**config.mk**
```make
export PLATFORM = sky130hd
export DESIGN_NAME = real_aes_cone_pipe
export DESIGN_NICKNAME = d
export VERILOG_FILES = /design/src/rtl/real_aes_cone_pkg.sv /design/src/rtl/real_aes_cone_pipe_slice.sv /design/src/rtl/real_aes_cone_pipe.sv
export SDC_FILE = /design/constraint.sdc
export NUM_CORES = 1
export LEC_CHECK = 0
export ABC_CLOCK_PERIOD_IN_PS = 1100
export CAP_MARGIN = 20
export CORE_MARGIN = 2
export CORE_UTILIZATION = 28
export DETAILED_ROUTE_END_ITERATION = 8
export HOLD_SLACK_MARGIN = 0.06
export PLACE_DENSITY = 0.8
export SYNTH_ARGS = -nofsm -noshare
export SYNTH_HDL_FRONTEND = slang
export SYNTH_HIERARCHICAL = 1
export SYNTH_SLANG_ARGS = --single-unit
```
**constraint.sdc**
```tcl
create_clock -name clk -period 1.1 [get_ports clk]
set_input_delay 0.22 -clock clk [delete_from_list [all_inputs] [get_ports clk]]
set_output_delay 0.22 -clock clk [all_outputs]
set_load 0.05 [all_outputs]
```
**src/rtl/real_aes_cone_pkg.sv**
```systemverilog
// Shared definitions for the AES 10-input timing-cone pipeline.
// Holds the cone width, the input index names and the cone function itself.
package real_aes_cone_pkg;

    localparam int CONE_W = 10;

    localparam int X0 = 0;
    localparam int X1 = 1;
    localparam int X2 = 2;
    localparam int X3 = 3;
    localparam int X4 = 4;
    localparam int X5 = 5;
    localparam int X6 = 6;
    localparam int X7 = 7;
    localparam int X8 = 8;
    localparam int X9 = 9;

    typedef logic [CONE_W-1:0] cone_vec_t;

    // Evaluates the timing-cone function F on one 10-bit input vector.
    function automatic logic cone_f(input cone_vec_t x);
        logic g;
        logic p;
        logic q;
        g = ~x[X0] & ~x[X4] & ~x[X9];
        p = x[X8] & x[X5] & ~x[X1] & ~(x[X7] & g);
        q = x[X6] & ~x[X7] & g;
        return ~((x[X2] & x[X3]) | (p & ~g) | (q & ~p));
    endfunction

endpackage

```
**src/rtl/real_aes_cone_pipe_slice.sv**
```systemverilog
// One elastic register slice of the cone pipeline: a valid bit plus NCH result bits.
// The load enable is this slice's readiness, computed by the parent from the chain.
module real_aes_cone_slice #(
    parameter int NCH = 4
) (
    input  logic           clk,
    input  logic           rst,
    input  logic           load_i,
    input  logic           up_valid_i,
    input  logic [NCH-1:0] up_data_i,
    output logic           valid_o,
    output logic [NCH-1:0] data_o
);

    logic           valid_q;
    logic           valid_d;
    logic [NCH-1:0] data_q;
    logic [NCH-1:0] data_d;

    // When the slice can move, take the upstream valid; data only changes on a real vector.
    always_comb begin
        valid_d = valid_q;
        data_d  = data_q;
        if (load_i) begin
            valid_d = up_valid_i;
            if (up_valid_i) begin
                data_d = up_data_i;
            end
        end
    end

    // Slice register with synchronous clear that drops any in-flight vector.
    always_ff @(posedge clk) begin
        if (rst) begin
            valid_q <= 1'b0;
            data_q  <= '0;
        end else begin
            valid_q <= valid_d;
            data_q  <= data_d;
        end
    end

    assign valid_o = valid_q;
    assign data_o  = data_q;

endmodule

```
**src/rtl/real_aes_cone_pipe.sv**
```systemverilog
// Multi-channel elastic pipeline evaluating the AES timing-cone function per channel.
// Optional per-channel output activity counters are built when REAL_AES_CONE_ACT_CNT_EN is defined.
module real_aes_cone_pipe
    import real_aes_cone_pkg::*;
#(
    parameter int NCH    = 4,
    parameter int STAGES = 2,
    parameter int CW     = 16
) (
    input  logic                  clk,
    input  logic                  rst,
    input  logic                  in_valid,
    output logic                  in_ready,
    input  logic [NCH*CONE_W-1:0] in_data,
    output logic                  out_valid,
    input  logic                  out_ready,
    output logic [NCH-1:0]        out_data,
    input  logic                  cnt_clr,
    output logic [NCH*CW-1:0]     act_cnt
);

    logic [NCH-1:0]    coneBits;
    logic [STAGES-1:0] stageValid;
    logic [STAGES-1:0] stageReady;
    logic [NCH-1:0]    stageData [STAGES];

    // Cone function applied to every channel's input vector before slice 0.
    always_comb begin
        coneBits = '0;
        for (int c = 0; c < NCH; c++) begin
            coneBits[c] = cone_f(in_data[c*CONE_W +: CONE_W]);
        end
    end

    // Slice k may move unless it and every slice after it are full and the consumer stalls;
    // this is the ready chain unrolled so no signal feeds back into itself.
    always_comb begin
        logic allFull;
        allFull    = 1'b1;
        stageReady = '0;
        for (int k = 0; k < STAGES; k++) begin
            allFull = 1'b1;
            for (int j = k; j < STAGES; j++) begin
                allFull = allFull & stageValid[j];
            end
            stageReady[k] = out_ready | ~allFull;
        end
    end

    for (genvar k = 0; k < STAGES; k++) begin : g_slice
        logic           upValid;
        logic [NCH-1:0] upData;
        if (k == 0) begin : g_head
            assign upValid = in_valid;
            assign upData  = coneBits;
        end else begin : g_tail
            assign upValid = stageValid[k-1];
            assign upData  = stageData[k-1];
        end
        real_aes_cone_slice #(.NCH(NCH)) u_slice (
            .clk        (clk),
            .rst        (rst),
            .load_i     (stageReady[k]),
            .up_valid_i (upValid),
            .up_data_i  (upData),
            .valid_o    (stageValid[k]),
            .data_o     (stageData[k])
        );
    end

    assign in_ready  = stageReady[0];
    assign out_valid = stageValid[STAGES-1];
    assign out_data  = stageData[STAGES-1];

`ifdef REAL_AES_CONE_ACT_CNT_EN
    logic [CW-1:0]  cnt_q [NCH];
    logic [CW-1:0]  cnt_d [NCH];
    logic [NCH-1:0] last_q;
    logic [NCH-1:0] last_d;
    logic           outFire;

    assign outFire = out_valid & out_ready;

    // Count output toggles per channel with saturation; a clear overrides the count but not the last bit.
    always_comb begin
        last_d = last_q;
        for (int c = 0; c < NCH; c++) begin
            cnt_d[c] = cnt_q[c];
            if (outFire) begin
                if ((out_data[c] != last_q[c]) && (cnt_q[c] != {CW{1'b1}})) begin
                    cnt_d[c] = cnt_q[c] + 1'b1;
                end
                last_d[c] = out_data[c];
            end
            if (cnt_clr) begin
                cnt_d[c] = '0;
            end
        end
    end

    // Counter and last-bit registers, cleared by reset.
    always_ff @(posedge clk) begin
        if (rst) begin
            last_q <= '0;
            for (int c = 0; c < NCH; c++) begin
                cnt_q[c] <= '0;
            end
        end else begin
            last_q <= last_d;
            for (int c = 0; c < NCH; c++) begin
                cnt_q[c] <= cnt_d[c];
            end
        end
    end

    // Flatten the per-channel counters onto the output bus.
    always_comb begin
        act_cnt = '0;
        for (int c = 0; c < NCH; c++) begin
            act_cnt[c*CW +: CW] = cnt_q[c];
        end
    end
`else
    logic unusedCntClr;

    assign unusedCntClr = cnt_clr;
    assign act_cnt      = '0;
`endif

endmodule

```
==> results of run 1 <==
[what timing repair did]
action	in CTS	in global routing
hold buffers	0	0
gates cloned	0	0
setup endpoints to repair	10	11
setup buffers	4	1
pin swaps	15	16
resized for setup	10	15
[report_power, final]
part | switching [mW] | internal [mW] | total (mW)
combinational | 0.585 | 0.205 | 0.790
clock | 0.155 | 0.315 | 0.470
sequential | 0.0113 | 0.381 | 0.392
[area by class of cell]
cell class / instances / area share (%)
clock buffers: 4 / 3.46
multi-input cells: 114 / 38.9
repair buffers: 57 / 40.0
flip-flops and latches: 10 / 12.9
inverters: 4 / 0.945
well taps: 48 / 3.78
[placed cells by master, fill, tap and decap left out]
| master | synthesis | layout |
|---|---|---|
| a21oi_2 | 0 | 3 |
| conb_1 | 1 | 64 |
| dlygate4sd2_1 | 0 | 8 |
| a41oi_1 | 4 | 1 |
| a41oi_2 | 0 | 3 |
| buf_4 | 64 | 7 |
| a21oi_1 | 8 | 5 |
| dfxtp_1 | 10 | 8 |
| clkdlybuf4s50_1 | 0 | 26 |
| nand3b_1 | 5 | 5 |
| dfxtp_4 | 0 | 1 |
| inv_1 | 4 | 4 |
| o21ai_1 | 4 | 4 |
| clkbuf_8 | 0 | 4 |
| dfxtp_2 | 0 | 1 |
| nand2b_2 | 0 | 1 |
| mux2i_1 | 2 | 2 |
| nand2_1 | 4 | 4 |
| buf_12 | 0 | 7 |
| a21bo_1 | 8 | 8 |
| nor3_2 | 4 | 4 |
| nand3_1 | 8 | 8 |
| dlymetal6s2s_1 | 0 | 9 |
| nor2_1 | 2 | 2 |
[worst register-to-register path, stage by stage, from the launching register on]
cell	delay (ns)
dfxtp_4	0.34
nand3b_1	0.17
buf_4	0.23
a21bo_1	0.18
a21oi_2	0.12
[through the flow]
stage                     area, um2  setup TNS, ns  util [%]  setup slack [ns]  power, mW
final                          1590         -0.103      43.4           -0.0715       1.65
after global routing           1590         -0.310      43.4            -0.117       1.73
after CTS                      1550         -0.416      42.4            -0.110       1.66
after detailed placement       1470          -3.22      40.1            -0.395       1.18
after global placement         1470          -2.99      40.1            -0.352       1.17
after floorplan                1310          -2.07         -            -0.420       1.15
[routing by layer]
metal	part of all wire [%]	GRT usage [%]
met3	12	2.56
met4	2.2	6.25
met5	0	0
met1	33	8.72
met2	52	17.4
[state kept, by name (all words and copies together) (netlist names)]
name                     cells
g_slice.u_slice/valid_o      2
g_slice.u_slice/data_o       8
[cells by family after synthesis]
family / after synthesis / synth area share [%]
buf+inv: 72 / 49.2
flops: 10 / 18.6
other cells: 1 / 0.349
mux: 2 / 1.86
simple gates: 24 / 13.6
compound gates: 24 / 16.3
[worst min path at each step]
stage                     depth (start not counted)  slack (ns)                                         to
after global routing                              2        0.49  g_slice[1].u_slice/data_o[2]$_SDFFE_PP0P_
after floorplan                                   1        0.28    g_slice[1].u_slice/valid_o$_SDFFE_PP0P_
after CTS                                         2        0.46  g_slice[1].u_slice/data_o[2]$_SDFFE_PP0P_
final                                             5        0.45  g_slice[0].u_slice/data_o[0]$_SDFFE_PP0P_
after global placement                            2        0.45  g_slice[1].u_slice/data_o[3]$_SDFFE_PP0P_
after detailed placement                          2        0.46  g_slice[1].u_slice/data_o[1]$_SDFFE_PP0P_
==> summary.txt, run 1 <==
Status
  • Status: complete, but fails checks
  • Violated checks: negative setup slack

Worst setup path
  • CP arrival: 0.95 ns
  • Critical-path cell list: nand3b_1 -> buf_12
  • Reg2reg start: g_slice[1].u_slice/valid_o$_SDFFE_PP0P_
  • Worst Setup End Kind: output port
  • Crit-path max FO: 2
  • Critical path depth: 2
  • Delay-heaviest family, CP: flip-flops
  • CP peak stage delay: 0.34 ns
  • Register-to-Register Path Depth: 4
  • Crit path max-delay cell type: dfxtp_4
  • CP startpoint kind: flip-flop
  • CP Buf/Inv Count: 1
  • Critical Path RT: 0.88 ns
  • R2R Path End: g_slice[0].u_slice/data_o[3]$_SDFFE_PP0P_
  • Flop2flop setup slack: 0.01 ns
  • CP startpoint: g_slice[1].u_slice/valid_o$_SDFFE_PP0P_
  • Critical path endpoint: in_ready
  • Setup CP Type: reg -> out

Synth
  • Yosys cell types: 17
  • Post-synthesis sequential area ratio: 18.6%
  • Synth Instances: 133
  • FF+latch count, synth: 10
  • Synth Area per Inst: 8.07 um2
  • Synth Cell Area: 1070 um2
  • Post-synth EDFFs: 0
  • Post-synth top area share: 44.8%
  • Synth cell count leaders: buf_4, dfxtp_1, a21bo_1, a21oi_1, nand3_1
  • Synth Warn #: 6
  • Yosys top cell by area: buf_4
  • Most common cell in the netlist: buf_4
  • Synth async-reset ratio: 0%
  • Dominant synthesized flop cell: dfxtp_1
  • Synth area leaders: buf_4, dfxtp_1, a21bo_1, a21oi_1, nand3_1

Drt
  • Detailed-route via count: 862
  • Vias per inst: 3.64
  • Total length of routed wires: 2.18 mm
  • # DRC: 0
  • Drt wl/cell: 9.18 um
  • First drt pass iteration count: 4
  • ANT nets after route: 0
  • Drt initial violations: 4

STA
  • Fin. Hold Viols: 0
  • Setup ws final: -0.0715 ns
  • RSZ-0062 raised after global routing: yes
  • Final hold slack: 0.448 ns
  • Max Freq: 854 MHz
  • Finish-stage setup viols: 2
  • Slew Limit Fails: 0
  • Minimum clock period: 1.17 ns
  • Clk_skew: 0.000349 ns
  • Final Cycle Share: 107%

Floorplanning
  • Die area: 4350 um2
  • Die W: 65.9 um
  • I/O Pins: 115
  • Die height: 65.9 um
  • Cell row count: 22
  • Initial Util: 29.3%
  • Core outline area: 3660 um2

Hold path
  • Hold wc startpoint: in_data[1]
  • Hold WC Path Type: in -> reg

Final layout
  • FF+latch area: 205 um2
  • Fillers: 362
  • Fin cells: 237
  • Multi-input gate area: 618 um2
  • Share of post-route cells with drive strength above 1: 16.4%
  • Area Overhead vs Synth: 48.0%
  • # diodes: 0
  • Final nets: 235

GRT
  • Vias in the first global route: 727
  • Total GRT Usage: 9.32%
  • Antenna violations before repair: 0
  • Largest net degree at the start of global routing: 11
  • GRT overflow: 0
  • First-pass GRT wire length: 3.04 mm

Clock tree
  • CTS Buf Count: 3
  • Clk slew on worst S/H paths: 0.05 ns
  • Clock root cell: clkbuf_8
  • CTS tree: yes
  • Later-pin clock latency in the skew report: 0.24 ns
  • Sink Count: 10
  • CTS max path bufs: 2
  • CTS H-tree depth: 1

Placed design
  • Placed Cells: 229
  • Final GP Congestion: 0.723
  • Hpwl dp: 1.74 mm
  • Port-buffer cells: 49

Job
  • MaxCap Viol Count: 0

Power
  • PD cells: 1040 nW/um2
  • Leakage: 0.812 nW
  • Max VDD drop: 567 uV
No activity file was read; power rests on OpenSTA's default activity.
==> run 2, diff against run 1 <==
--- a/config.mk
+++ b/config.mk
@@ -5,13 +5,14 @@
 export SDC_FILE = /design/constraint.sdc
 export NUM_CORES = 1
 export LEC_CHECK = 0
-export ABC_CLOCK_PERIOD_IN_PS = 1100
+export ABC_CLOCK_PERIOD_IN_PS = 1500
 export CAP_MARGIN = 20
 export CORE_MARGIN = 2
-export CORE_UTILIZATION = 28
+export CORE_UTILIZATION = 31
 export DETAILED_ROUTE_END_ITERATION = 8
 export HOLD_SLACK_MARGIN = 0.06
-export PLACE_DENSITY = 0.8
+export PLACE_DENSITY = 0.87
+export RECOVER_POWER = 25
 export SYNTH_ARGS = -nofsm -noshare
 export SYNTH_HDL_FRONTEND = slang
 export SYNTH_HIERARCHICAL = 1
==> constraint.sdc (replaced) <==
create_clock -name clk -period 1.5 [get_ports clk]
set_input_delay 0.3 -clock clk [delete_from_list [all_inputs] [get_ports clk]]
set_output_delay 0.3 -clock clk [all_outputs]
set_load 0.02 [all_outputs]
==> run 2 against run 1 <==
  * The run now ends clean
  * Worst hold slack better by 0.023 ns
  * Critical path type is now in -> reg
  * Via count down 1.5%
  * Die area decreased by 9.1%
==> summary.txt, run 2 (same netlist as run 1, synthesis figures left out) <==
Floorplanning
  • Cell row count: 21 (was 22)
  • Core outline area: 3340 um2 (was 3660 um2)
  • Die area: 3950 um2 (was 4350 um2)
  • Initial Util: 32.2% (was 29.3%)
  • Die height: 62.8 um (was 65.9 um)
  • I/O Pins: 115 (unchanged)
  • Die W: 62.8 um (was 65.9 um)

GRT
  • Antenna violations before repair: 0 (unchanged)
  • First-pass GRT wire length: 2.87 mm (was 3.04 mm)
  • Largest net degree at the start of global routing: 11 (unchanged)
  • Total GRT Usage: 8.95% (was 9.32%)
  • Vias in the first global route: 716 (was 727)
  • GRT overflow: 0 (unchanged)

Worst setup path
  • Setup CP Type: in -> reg (was reg -> out)
  • CP startpoint kind: input port (was flip-flop)
  • Register-to-Register Path Depth: 4 (unchanged)
  • Critical Path RT: 1.65 ns (was 0.88 ns)
  • Crit-path max FO: 9 (was 2)
  • CP arrival: 1.50 ns (was 0.95 ns)
  • Worst Setup End Kind: flip-flop (was output port)

STA
  • Max Freq: 740 MHz
  • Fin. Hold Viols: 0 (unchanged)
  • Clk_skew: 0.00478 ns (was 0.000349 ns)
  • Finish-stage setup viols: 0 (was 2)
  • Final Cycle Share: 90.0%
  • RSZ-0062 raised after global routing: no (was yes)
  • Slew Limit Fails: 0 (unchanged)
  • Minimum clock period: 1.35 ns

Clock tree
  • CTS H-tree depth: 1 (unchanged)
  • Sink Count: 10 (unchanged)
  • Clock root cell: clkbuf_4 (was clkbuf_8)
  • CTS max path bufs: 2 (unchanged)
  • CTS tree: yes (unchanged)
  • CTS Buf Count: 3 (unchanged)
  • Clk slew on worst S/H paths: 0.07 ns (was 0.05 ns)
  • Later-pin clock latency in the skew report: 0.27 ns (was 0.24 ns)
  • Cts hold-fix bufs: 0 (unchanged)

Drt
  • Total length of routed wires: 1.85 mm (was 2.18 mm)
  • First drt pass iteration count: 4 (unchanged)
  • Detailed-route via count: 849 (was 862)
  • Drt wl/cell: 8.08 um (was 9.18 um)
  • ANT nets after route: 0 (unchanged)
  • Drt initial violations: 13 (was 4)
  • # DRC: 0 (unchanged)
  • Vias per inst: 3.71 (was 3.64)

Final layout
  • # diodes: 0 (unchanged)
  • Fin cells: 229 (was 237)
  • Most common cell after layout, fill and taps aside: conb_1 (unchanged)
  • Area Overhead vs Synth: 28.7% (was 48.0%)
  • Share of post-route cells with drive strength above 1: 5.46% (was 16.4%)
  • Final nets: 229 (was 235)
  • Design Area, Final: 1380 um2 (was 1590 um2)
  • Largest register FFs: 8 (unchanged)
  • Commonest cells after routing, fill and taps aside: conb_1, clkdlybuf4s50_1, dfxtp_1 (was conb_1, clkdlybuf4s50_1, dlymetal6s2s_1)

Power
  • Leakage: 0.661 nW (was 0.812 nW)
  • Max VDD drop: 305 uV (was 567 uV)
  • PD cells: 625 nW/um2 (was 1040 nW/um2)

Status
  • Status: completed (was complete, but fails checks)

Hold path
  • WHS Path Cells: 2 (was 5)
  • Hold WC Path Type: reg -> reg (was in -> reg)

Placed design
  • Placed Cells: 225 (was 229)
  • Final GP Congestion: 0.657 (was 0.723)
  • Placement Cell Area: 1360 um2 (was 1470 um2)
  • Hpwl dp: 1.62 mm (was 1.74 mm)
  • Port-buffer cells: 49 (unchanged)

Job
  • MaxCap Viol Count: 0 (unchanged)
[run 2: changes by cell type in the layout (fill, tap and decap cells not counted), sizes merged]
cell	change
clkbuf	+2
buf	-13
clkdlybuf4s50	+17
dlymetal6s2s	-9
dlygate4sd2	-3
[run 2: per-stage QoR]
stage	power (mW)	hold slack (ns)	util, %	TNS [ns]	setup slack [ns]
6_report	0.864	0.471	41.4	0	0.149
5_1_grt	0.918	0.493	41.4	0	0.0786
4_1_cts	0.873	0.475	41.7	0	0.00779
3_5_place_dp	0.626	0.464	40.8	-0.378	-0.294
3_3_place_gp	0.623	0.451	40.8	-0.334	-0.281
2_1_floorplan	0.620	0.369	-	0	0.203
[run 2: worst paths after layout]
path | start | endpoint | slack (ns)
worst max-delay path | out_ready | g_slice[0].u_slice/valid_o$_SDFFE_PP0P_ | 0.15
worst min-delay path | g_slice[0].u_slice/data_o[1]$_SDFFE_PP0P_ | g_slice[1].u_slice/data_o[1]$_SDFFE_PP0P_ | 0.47
worst max register to register | g_slice[1].u_slice/valid_o$_SDFFE_PP0P_ | g_slice[0].u_slice/valid_o$_SDFFE_PP0P_ | 0.33
worst min register to register | g_slice[0].u_slice/data_o[1]$_SDFFE_PP0P_ | g_slice[1].u_slice/data_o[1]$_SDFFE_PP0P_ | 0.47
[run 2: layer usage]
layer	GRT usage, %	up-vias	wire length, um
met5	0	-	0
met4	3.89	0	0
met3	3.06	0	230
met2	16.5	64	997
met1	9.05	371	623
li1	-	414	-
[run 2: report_power, final]
| part | internal (mW) | total [mW] | leakage (nW) | switching [mW] |
|---|---|---|---|---|
| combinational | 0.133 | 0.332 | 0.558 | 0.199 |
| sequential | 0.279 | 0.286 | 0.0821 | 0.00674 |
| clock | 0.147 | 0.246 | 0.0210 | 0.0985 |
| total | 0.559 | 0.864 | 0.661 | 0.304 |
[run 2: critical path, stage by stage]
cell,delay (ns)
clkdlybuf4s50_1,0.46
nand3b_1,0.12
clkbuf_1,0.33
mux2i_1,0.24
nor2_1,0.05
[run 2: final cells by class]
class,count,area (um2)
Clock buffer,4,36.3
Fill cell,353,1960
Inverter,4,15.0
Multi-Input combinational cell,114,582
Sequential cell,10,200
Tap cell,46,57.6
Timing Repair Buffer,51,490
[run 2: timing repair]
action / CTS / global route
buffers inserted: 0 / 0
endpoints found under the setup margin: 6 / 1
gates resized for setup: 7 / 1
pin swaps: 0 / 0
==> run 3, diff against run 2 <==
--- a/config.mk
+++ b/config.mk
@@ -7,7 +7,7 @@
 export LEC_CHECK = 0
 export ABC_CLOCK_PERIOD_IN_PS = 1500
 export CAP_MARGIN = 20
-export CORE_MARGIN = 2
+export CORE_MARGIN = 4
 export CORE_UTILIZATION = 31
 export DETAILED_ROUTE_END_ITERATION = 8
 export HOLD_SLACK_MARGIN = 0.06
==> run 3 against run 2 <==
  * Clock power fell by 25%
  * Routed wire length rose by 14%
  * Count of clock-buffer cells in the layout fell by 1
  * Final area fell by 1.1%
==> summary.txt, run 3 (same netlist as run 1, synthesis figures left out) <==
STA
  • Clk_skew: 0.00201 ns (was 0.00478 ns)
  • Finish-stage setup viols: 0 (unchanged)
  • Max Freq: 737 MHz (was 740 MHz)
  • RSZ-0062 raised after global routing: no (unchanged)
  • Final total negative setup slack: 0 ns (unchanged)
  • Minimum clock period: 1.36 ns (was 1.35 ns)
  • Fin. Hold Viols: 0 (unchanged)
  • Final Cycle Share: 90.5% (was 90.0%)
  • Slew Limit Fails: 0 (unchanged)

GRT
  • Total GRT Usage: 8.23% (was 8.95%)
  • Largest net degree at the start of global routing: 11 (unchanged)
  • First-pass GRT wire length: 2.74 mm (was 2.87 mm)
  • GRT overflow: 0 (unchanged)
  • Antenna violations before repair: 0 (unchanged)
  • Vias in the first global route: 736 (was 716)

Placed design
  • Placement Cell Area: 1360 um2 (unchanged)
  • Port-buffer cells: 49 (unchanged)
  • Hpwl dp: 1.88 mm (was 1.62 mm)
  • Placed Cells: 225 (unchanged)
  • Final GP Congestion: 0.688 (was 0.657)

Worst setup path
  • Setup CP Type: in -> out (was in -> reg)
  • R2R Path End: g_slice[1].u_slice/data_o[1]$_SDFFE_PP0P_ (was g_slice[0].u_slice/valid_o$_SDFFE_PP0P_)
  • Worst Setup End Kind: output port (was flip-flop)
  • CP startpoint kind: input port (unchanged)
  • Register-to-Register Path Depth: 3 (was 4)
  • CP arrival: 1.06 ns (was 1.50 ns)
  • Critical Path RT: 1.20 ns (was 1.65 ns)
  • Flop2flop setup slack: 0.43 ns (was 0.33 ns)
  • CP startpoint: out_ready (unchanged)
  • Reg2reg start: g_slice[1].u_slice/valid_o$_SDFFE_PP0P_ (unchanged)
  • Crit-path max FO: 2 (was 9)

Drt
  • Drt initial violations: 16 (was 13)
  • Detailed-route via count: 851 (was 849)
  • First drt pass iteration count: 4 (unchanged)
  • Vias per inst: 3.73 (was 3.71)
  • # DRC: 0 (unchanged)
  • ANT nets after route: 0 (unchanged)
  • Drt wl/cell: 9.27 um (was 8.08 um)
  • Total length of routed wires: 2.11 mm (was 1.85 mm)

Floorplanning
  • Initial Util: 32.2% (unchanged)
  • Cell row count: 21 (unchanged)
  • Core outline area: 3340 um2 (unchanged)
  • Die height: 66.8 um (was 62.8 um)
  • Die area: 4470 um2 (was 3950 um2)
  • I/O Pins: 115 (unchanged)
  • Die W: 66.8 um (was 62.8 um)

Job
  • MaxCap Viol Count: 0 (unchanged)

Clock tree
  • CTS Buf Count: 3 (unchanged)
  • CTS tree: yes (unchanged)
  • Later-pin clock latency in the skew report: 0.27 ns (about the same)
  • CTS H-tree depth: 1 (unchanged)
  • Clock root cell: clkbuf_4 (unchanged)
  • Clk slew on worst S/H paths: 0.06 ns (was 0.07 ns)
  • CTS max path bufs: 2 (unchanged)
  • Sink Count: 10 (unchanged)

Power
  • Overall Power: 0.805 mW (was 0.864 mW)
  • PD cells: 589 nW/um2 (was 625 nW/um2)
  • Leakage: 0.655 nW (was 0.661 nW)
  • Max VDD drop: 323 uV (was 305 uV)

Hold path
  • Min-Delay Endpoint: g_slice[1].u_slice/data_o[1]$_SDFFE_PP0P_ (unchanged)
  • WHS Path Cells: 2 (unchanged)
  • Hold wc startpoint: g_slice[0].u_slice/data_o[1]$_SDFFE_PP0P_ (unchanged)
  • Hold WC Path Type: reg -> reg (unchanged)

Final layout
  • Share of post-route cells with drive strength above 1: 4.95% (was 5.46%)
  • # diodes: 0 (unchanged)
  • Multi-input gate area: 577 um2 (was 582 um2)
  • FF+latch area: 200 um2 (unchanged)
  • Util after Layout: 40.9% (was 41.4%)
  • Fillers: 341 (was 353)
  • Largest register FFs: 8 (unchanged)
  • Fin cells: 228 (was 229)
  • Final nets: 229 (unchanged)
  • Commonest cells after routing, fill and taps aside: conb_1, clkdlybuf4s50_1, dfxtp_1 (unchanged)
  • Area Overhead vs Synth: 27.3% (was 28.7%)
  • Design Area, Final: 1370 um2 (was 1380 um2)
  • Most common cell after layout, fill and taps aside: conb_1 (unchanged)

Status
  • Status: completed (unchanged)
[run 3: cell count changes in the layout (fill, tap and decap cells not counted), sizes merged]
| cell | change |
|---|---|
| clkbuf | -3 |
| buf | +2 |
[run 3: critical path, cell delays in order]
cell and delay [ns]:
clkdlybuf4s50_1 0.46, nand3b_1 0.12, buf_2 0.18
[run 3: per-layer routing]
| layer | wire, um | GRT usage, % | vias to the layer above |
|---|---|---|---|
| met2 | 1090 | 16.5 | 66 |
| met4 | 18 | 5.08 | 0 |
| met3 | 344 | 3.88 | 2 |
| met1 | 659 | 5.97 | 369 |
| met5 | 0 | 0 | - |
| li1 | - | - | 414 |
[run 3: layout make-up]
cell class | instances | area share (%)
tap | 46 | 4.21
sequential | 10 | 14.7
timing repair buffer | 51 | 36.2
clock buffer | 3 | 1.65
multi-input combinational | 114 | 42.2
inverter | 4 | 1.10
[run 3: worst max-delay path by stage]
stage / end / depth (start not counted)
final: in_ready / 3
after global routing: in_ready / 3
after CTS: in_ready / 3
after detailed placement: in_ready / 3
after global placement: in_ready / 3
after floorplan: g_slice[0].u_slice/data_o[0]$_SDFFE_PP0P_ / 4
[run 3: report_power, final]
part | internal [mW] | leakage [nW] | switching (mW)
logic | 0.133 | 0.559 | 0.201
clock network | 0.0929 | 0.0138 | 0.0925
registers | 0.279 | 0.0821 | 0.00675
total | 0.505 | 0.655 | 0.300
[run 3: what timing repair did]
action                     CTS  global route
hold endpoints to repair     0             0
setup buffers                0             0
hold buffers                 0             0
resized for setup            8             1
setup endpoints to repair    6             1
[run 3: metrics by stage]
stage          setup slack [ns]  hold slack, ns
6_report                  0.143           0.478
5_1_grt                   0.101           0.501
4_1_cts                  0.0369           0.481
3_5_place_dp             -0.313           0.471
3_3_place_gp             -0.284           0.451
2_1_floorplan             0.203           0.369
